==> config.mk <==
export PLATFORM = sky130hd
export DESIGN_NAME = decoder_driver
export DESIGN_NICKNAME = d
export VERILOG_FILES = /design/src/rtl/decoder_pkg.sv /design/src/rtl/cycle_timer.sv /design/src/rtl/decoder_driver.sv
export SDC_FILE = /design/constraint.sdc
export NUM_CORES = 1
export LEC_CHECK = 0
export CAP_MARGIN = 30
export CELL_PAD_IN_SITES_DETAIL_PLACEMENT = 1
export CELL_PAD_IN_SITES_GLOBAL_PLACEMENT = 1
export CORE_UTILIZATION = 39
export CTS_CLUSTER_SIZE = 8
export DETAILED_ROUTE_END_ITERATION = 10
export PLACE_DENSITY_LB_ADDON = 0.3
export SKIP_CTS_REPAIR_TIMING = 1
export SYNTH_ARGS = -nofsm -noshare
export SYNTH_HDL_FRONTEND = slang
export SYNTH_SLANG_ARGS = --single-unit
==> constraint.sdc <==
create_clock -name clk -period 3.86 [get_ports clk]
set_clock_uncertainty 0.2 [all_clocks]
set_input_delay 0.386 -clock clk [delete_from_list [all_inputs] [get_ports clk]]
set_output_delay 0.386 -clock clk [all_outputs]
set_load 0.02 [all_outputs]
==> src/rtl/decoder_pkg.sv <==
// Shared definitions for the sequential one-hot decoder driver:
// FSM state encoding, default timing constants and the one-hot helper.
package decoder_pkg;

  typedef enum logic [1:0] {
    IDLE  = 2'd0,
    DRIVE = 2'd1,
    GAP   = 2'd2
  } state_t;

  // Default phase lengths in clock cycles.
  localparam int DEF_HOLD_CYCLES = 4;
  localparam int DEF_GAP_CYCLES  = 1;

  // Widest code the helper can decode; callers narrow the result with a size cast.
  localparam int MAX_CODE_W = 8;
  localparam int MAX_OUT_W  = 1 << MAX_CODE_W;

  // Binary code to one-hot vector.
  function automatic logic [MAX_OUT_W-1:0] onehot(input logic [MAX_CODE_W-1:0] code);
    logic [MAX_OUT_W-1:0] vec;
    vec       = '0;
    vec[code] = 1'b1;
    return vec;
  endfunction

endpackage

==> src/rtl/cycle_timer.sv <==
// Loadable down-counter shared by the HOLD and GAP phases. It counts down
// to zero and parks there; a synchronous clear forces it back to zero.
module cycle_timer #(
  parameter int W = 2
) (
  input  logic         clk,
  input  logic         rst_n,
  input  logic         clear,
  input  logic         load,
  input  logic [W-1:0] load_value,
  output logic         zero
);

  logic [W-1:0] value;

  // Clear beats load, load beats the free-running decrement.
  always_ff @(posedge clk or negedge rst_n) begin
    // NOTE: non-blocking assignments in clocked blocks so every register
    // samples pre-edge values and simulation matches the synthesized flops.
    if (!rst_n) begin
      value <= '0;
    end else if (clear) begin
      value <= '0;
    end else if (load) begin
      value <= load_value;
    end else if (value != '0) begin
      value <= value - 1'b1;
    end
  end

  assign zero = (value == '0);

endmodule

==> src/rtl/decoder_driver.sv <==
// Accepts a binary code over valid/ready, drives the matching one-hot line for
// HOLD_CYCLES cycles, then holds all lines low for GAP_CYCLES cycles
// (break-before-make) before accepting again. Pulses done at the end of each
// completed drive and counts accepted codes. CODE_W must not exceed
// decoder_pkg::MAX_CODE_W.
module decoder_driver
  import decoder_pkg::*;
#(
  parameter  int CODE_W      = 2,
  parameter  int HOLD_CYCLES = DEF_HOLD_CYCLES,
  parameter  int GAP_CYCLES  = DEF_GAP_CYCLES,
  parameter  int CNT_W       = 8,
  localparam int OUT_W       = 1 << CODE_W
) (
  input  logic              clk,
  input  logic              rst_n,
  input  logic              clear,
  input  logic              in_valid,
  output logic              in_ready,
  input  logic [CODE_W-1:0] in_code,
  output logic [OUT_W-1:0]  lines,
  output logic              busy,
  output logic              done,
  output logic [CNT_W-1:0]  count
);

  // Timer load values; a zero-length gap never loads the timer.
  localparam int HOLD_LOAD = HOLD_CYCLES - 1;
  localparam int GAP_LOAD  = (GAP_CYCLES > 0) ? GAP_CYCLES - 1 : 0;
  localparam int LOAD_MAX  = (HOLD_LOAD > GAP_LOAD) ? HOLD_LOAD : GAP_LOAD;
  localparam int TIMER_W   = (LOAD_MAX < 1) ? 1 : $clog2(LOAD_MAX + 1);

  state_t             state;
  logic               accept;
  logic               timer_load;
  logic [TIMER_W-1:0] timer_value;
  logic               timer_zero;

  assign in_ready = (state == IDLE) && !clear;
  assign busy     = (state != IDLE);
  assign accept   = in_valid && in_ready;

  // Select when and with what the phase timer is reloaded.
  always_comb begin
    // NOTE: every output of this block gets a default first so no path
    // leaves it unassigned, which would otherwise infer a latch.
    timer_load  = 1'b0;
    timer_value = TIMER_W'(HOLD_LOAD);
    unique case (state)
      IDLE: begin
        if (accept) begin
          timer_load  = 1'b1;
          timer_value = TIMER_W'(HOLD_LOAD);
        end
      end
      DRIVE: begin
        if (timer_zero && (GAP_CYCLES > 0)) begin
          timer_load  = 1'b1;
          timer_value = TIMER_W'(GAP_LOAD);
        end
      end
      default: ;
    endcase
  end

  cycle_timer #(
    .W (TIMER_W)
  ) u_timer (
    .clk        (clk),
    .rst_n      (rst_n),
    .clear      (clear),
    .load       (timer_load),
    .load_value (timer_value),
    .zero       (timer_zero)
  );

  // Phase FSM with the lines, done and count registers.
  always_ff @(posedge clk or negedge rst_n) begin
    if (!rst_n) begin
      state <= IDLE;
      lines <= '0;
      done  <= 1'b0;
      count <= '0;
    end else if (clear) begin
      // Abort: no done pulse, count keeps its value.
      state <= IDLE;
      lines <= '0;
      done  <= 1'b0;
    end else begin
      done <= 1'b0;
      unique case (state)
        IDLE: begin
          if (accept) begin
            lines <= OUT_W'(onehot(MAX_CODE_W'(in_code)));
            count <= count + CNT_W'(1);
            state <= DRIVE;
          end
        end
        DRIVE: begin
          if (timer_zero) begin
            lines <= '0;
            done  <= 1'b1;
            state <= (GAP_CYCLES > 0) ? GAP : IDLE;
          end
        end
        GAP: begin
          if (timer_zero) begin
            state <= IDLE;
          end
        end
        default: begin
          state <= IDLE;
          lines <= '0;
        end
      endcase
    end
  end

endmodule
==> flow_summary.yaml, run 1 <==
die:
  rows: 17
  core_mm2: 0.00219
  fp.dieArea_mm2: 0.00251
  fp.dieH_um: 50.1
  die_w_um: 50.1
  initial_utilization_pct: 41.2
  ios: 21
cells_and_area:
  nets: 117
  final_cells: 136
  drive_gt1_share_pct: 8.33
  n_antenna_cell: 0
  area_delta_synth_final_pct: 24.4
  stdcell_area_mm2: 0.00112
  final_common_cell: "clkdlybuf4s50_1"
  layout_common_cells: "clkdlybuf4s50_1 (20), dfrtp_1 (17), nand2_1 (9), a21oi_1 (8), nand3_1 (6)"
placement:
  place.port_buffers: 20
  dpl-instance-area_mm2: 0.00109
  place_congestion: 0.731
  dp_cells: 132
  place_hpwl_um: 1370
cts:
  root_buffer: "clkbuf_4"
  cts.sinks: 17
  clk_pin_slew_ps: 100
  clkLatencyLatePin_ps: 290
  cts_buffers: 3
  cts.path.max_buffers: 2
  cts_tree: "yes"
  h-tree-depth: 1
critical_path:
  critPathCaptureType: "primary output"
  setup.worst_path.class: "flip-flop to primary output"
  cpLargestDelayFamily: "buffers and inverters"
  crit_fanout: 18
  cp_cell_sequence: "or2_2, nor2_1, clkdlybuf4s50_1"
  crit_required_ps: 3270
  start_kind: "flip-flop"
  worst-path-buf-inv: 1
  slowest_stage: "clkdlybuf4s50_1"
  critical_path_arrival_ps: 1950
  slowest_delay_ps: 620
synth:
  synth_seq_cells: 17
  synth_top_area_share_pct: 47.2
  synth_warnings: 0
  synth_area_um2: 902
  synth_fp_nets: 99
  synth.distinct_cells: 32
  synthFlopType: "dfrtp_1"
  synth-edff-count: 0
  yosys-top-cells-area: "dfrtp_1 (47%), a21oi_1 (4.4%), xor2_1 (3.9%), nand2_1 (3.7%), nand3_1 (3.3%)"
  async_flop_share_pct: 100
  ys_seq_area_share_pct: 47.2
  syn_avg_cell_area_um2: 9.91
  synth_largest_area_cell: "dfrtp_1"
  synthCells: 91
min_path:
  worstHoldPathType: "flip-flop to flip-flop"
route:
  viasPerCell: 5.30
  totalWireLength_um: 1900
  vias: 721
  dr.pass1.iters: 2
  drc_errors: 0
  wl_per_cell_um: 13.9
  drt-initial-drc-count: 7
  antenna_left: 0
pwr:
  ir_worst_vdd_mv: 0.283
  p_total_uw: 579
  power.density_mw_per_mm2: 516
  p_leak_nw: 0.482
grt:
  use_met2_pct: 31.3
  grt_use_met1_pct: 20.9
  grt_pass1_vias: 763
  overflow: 0
  busiest_layer: "met2"
  grt_util_met3_pct: 5.86
  grt_max_degree: 19
  grt_usage_pct: 18.3
  antenna_found_initial: 0
  grt_pass1_wl_um: 3400
timing:
  final-setup-viol-count: 0
  finalHoldViolations: 0
  max_freq_mhz: 394
  setup_tns_ps: 0
  fin_crit_sh_pct: 65.7
  slew_viol_final: 0
  rsz0062_at_grt: "no"
  worstMarginPinSlew_ps: 771
  whs_ps: 282
  period_minus_slack_ps: 2540
  relSlewSlack_pct: 48.5
outcome:
  status: "completed"
flow_run:
  maxCapViolations: 0
## metal layers
layer | wire length (µm) | vias up
met5 | 0 | -
met2 | 962 | 17
met4 | 16 | 0
met3 | 63 | 2
met1 | 854 | 354
li1 | - | 348
## registers in the layout (all words and copies together), names as in the netlist
| signal | flops |
|---|---|
| count | 8 |
| done | 1 |
| lines | 4 |
| state | 2 |
| u_timer.value | 2 |
## cells in the mapped netlist (2+ instances only)
library cell  instances
clkbuf_1              4
xor2_1                4
nor3_1                4
nand3_1               6
nor4b_1               2
a21o_1                2
buf_6                 2
nor2_1                3
a21oi_1               8
ha_1                  2
nand2_1               9
xnor2_1               3
inv_1                 3
dfrtp_1              17
nand3b_1              2
o21ai_0               4
## per-stage QoR
step | utilization (%) | worst slack (ps)
final | 51.2 | 1320
after global routing | 51.2 | 1230
after floorplan | - | 1930
after CTS | 51.2 | 1310
after detailed placement | 50.0 | 1430
after global placement | 50.0 | 1460
## cell families (layout without fill, tap and decap cells)
group           count (synthesis)  in the layout  synth area share [%]
compound gates                 17             17                  10.7
xor+xnor                        7              7                  6.80
fa+ha+maj                       2              2                  2.77
buf+inv                        10             27                  5.96
flops                          17             17                  47.2
mux                             1              1                  1.11
simple gates                   37             37                  25.5
## report_power, final
group / switching, mW / total [mW] / internal [mW]
clock network: 0.0589 / 0.0974 / 0.0385
registers: 0.0458 / 0.259 / 0.213
logic: 0.116 / 0.222 / 0.106
## worst register-to-register path, delay by kind of cell (launching register included)
kind | cells | cell delay, ps
xor+xnor | 1 | 160
flops | 1 | 580
simple gates | 2 | 960
## layout make-up
type | instances | area [µm²]
tap | 28 | 35.0
fill | 268 | 1070
clock buffer | 3 | 22.5
sequential | 17 | 425
timing repair buffer | 20 | 200
clock inverter | 1 | 5.00
multi-input combinational | 64 | 423
inverter | 3 | 11.3
## path summary, 6_finish.rpt
check | cells after the start | to | slack, ps | start
max | 3 | in_ready | 1320 | state[1]
min | 1 | count[7] | 280 | count[7]
max reg2reg | 3 | count[7] | 1890 | state[1]
min reg2reg | 1 | count[7] | 280 | count[7]
max in group asynchronous | 1 | count[7] | 2640 | rst_n
min in group asynchronous | 1 | lines[3] | 340 | rst_n
Power figures use the tool's default switching activity.
==> run 2, diff against run 1 <==
--- a/config.mk
+++ b/config.mk
@@ -8,7 +8,7 @@
 export CAP_MARGIN = 30
 export CELL_PAD_IN_SITES_DETAIL_PLACEMENT = 1
 export CELL_PAD_IN_SITES_GLOBAL_PLACEMENT = 1
-export CORE_UTILIZATION = 39
+export CORE_UTILIZATION = 36
 export CTS_CLUSTER_SIZE = 8
 export DETAILED_ROUTE_END_ITERATION = 10
 export PLACE_DENSITY_LB_ADDON = 0.3
==> constraint.sdc (replaced) <==
create_clock -name clk -period 2.5 [get_ports clk]
set_clock_uncertainty 0.2 [all_clocks]
set_input_delay 0.25 -clock clk [delete_from_list [all_inputs] [get_ports clk]]
set_output_delay 0.25 -clock clk [all_outputs]
set_load 0.02 [all_outputs]
==> run 2 against run 1 <==
Sequential share of layout area down 0.75 points. Worst hold slack worse by 92 ps. Cell count rose by 2.2%. Clock power rose by 55%. Critical path type unchanged. Critical endpoint unchanged. Largest cell class unchanged.
==> flow_summary.yaml, run 2 (synthesized netlist as in run 1, its figures left out) <==
cells_and_area:
  n_antenna_cell: 0
  final_common_cell: "clkdlybuf4s50_1"
  final_cells: 139
  drive_gt1_share_pct: 10.8
  regMostFlops: "count"
  nets: 120
  area_delta_synth_final_pct: 26.9
  stdcell_area_mm2: 0.00114
  reg.largest.list: "count: 8 flops, lines: 4 flops"
  layout_common_cells: "clkdlybuf4s50_1 (20), dfrtp_1 (17), nand2_1 (9), a21oi_1 (8), nand3_1 (6)"
  largest_reg_flops: 8
timing:
  period_minus_slack_ps: 2210
  fin_crit_sh_pct: 88.5
  relSlewSlack_pct: 49.5
  rsz0062_at_grt: "no"
  setup_tns_ps: 0
  final-setup-viol-count: 0
  worstMarginPinSlew_ps: 755
  max_freq_mhz: 452
  whs_ps: 190
  slew_viol_final: 0
  finalHoldViolations: 0
placement:
  dp_cells: 135
  place.port_buffers: 20
  dpl-instance-area_mm2: 0.00112
  place_congestion: 0.712
  place_hpwl_um: 1510
cts:
  cts.path.max_buffers: 2
  cts_tree: "yes"
  clkLatencyLatePin_ps: 290
  root_buffer: "clkbuf_4"
  h-tree-depth: 1
  clk_pin_slew_ps: 100
  cts.sinks: 17
  cts_buffers: 3
die:
  core_mm2: 0.00230
  rows: 17
  die_w_um: 52.1
  initial_utilization_pct: 39.3
  fp.dieArea_mm2: 0.00271
  ios: 21
  fp.dieH_um: 52.1
critical_path:
  r2r-end: "count[7]"
  crit_fanout: 6
  setup.worst_path.class: "flip-flop to primary output"
  worst-path-buf-inv: 1
  slowest_stage: "clkdlybuf4s50_1"
  r2r_slack_ps: 500
  critPathCaptureType: "primary output"
  cpLargestDelayFamily: "buffers and inverters"
  slowest_delay_ps: 610
  start_kind: "flip-flop"
  crit_required_ps: 2050
  cp_cell_sequence: "or2_2, nor2_1, clkdlybuf4s50_1"
  reg2reg_depth: 4
  reg2reg_from: "state[0]"
  critical_path_arrival_ps: 1760
route:
  drc_errors: 0
  viasPerCell: 5.45
  vias: 757
  wl_per_cell_um: 14.2
  dr.pass1.iters: 4
  drt-initial-drc-count: 5
  totalWireLength_um: 1980
  antenna_left: 0
grt:
  overflow: 0
  grt_max_degree: 18
  grt_usage_pct: 17.7
  grt_pass1_wl_um: 3520
  grt_pass1_vias: 804
  antenna_found_initial: 0
pwr:
  p_total_uw: 899
  p_sw_share_pct: 38.0
  power.density_mw_per_mm2: 785
  share_comb_of_total_power_pct: 39.9
  seqPwrFrac_pct: 43.3
  p_leak_nw: 0.497
  intPower_uw: 557
  ir_worst_vdd_mv: 0.374
  power_switching_uw: 342
  p_clk_share_pct: 16.8
outcome:
  status: "completed"
min_path:
  worstHoldPathType: "input port to asynchronous set/reset pin"
flow_run:
  maxCapViolations: 0
==> run 2: worst max-delay path by stage <==
| stage | startpoint | end | cells past startpoint |
|---|---|---|---|
| 6_report | state[0] | in_ready | 3 |
| 2_1_floorplan | state[0] | count[7] | 5 |
| 3_3_place_gp | in_valid | count[7] | 4 |
| 4_1_cts | state[0] | in_ready | 3 |
| 3_5_place_dp | in_valid | count[7] | 4 |
| 5_1_grt | state[0] | in_ready | 3 |
==> run 2: power groups by stage <==
stage                     registers, mW  clock network, mW  logic (mW)
after floorplan                   0.439                  0       0.162
after global placement            0.393                  0       0.351
after detailed placement          0.397                  0       0.362
after CTS                         0.391              0.157       0.364
after global routing              0.400              0.169       0.394
final                             0.389              0.151       0.359
==> run 2: metal layers <==
metal  track usage (%)  vias up  wire length, µm
met1              20.8      376              859
met4              2.70        0               10
met5                 0        -                0
li1                  -      359                -
met2              31.0       20             1030
met3              6.43        2               79
==> run 2: per-stage QoR <==
step | setup WS [ps] | utilization (%)
after floorplan | 672 | -
after global placement | 424 | 48.6
after detailed placement | 347 | 48.6
after CTS | 264 | 49.8
after global routing | 205 | 49.8
final | 287 | 49.8
==> run 2: cell type report <==
class                           count  area [µm²]
Clock buffer                        3        22.5
Timing Repair Buffer               23         223
Multi-Input combinational cell     64         423
Sequential cell                    17         425
Fill cell                         274        1150
Clock inverter                      1        5.00
Tap cell                           28        35.0
Inverter                            3        11.3
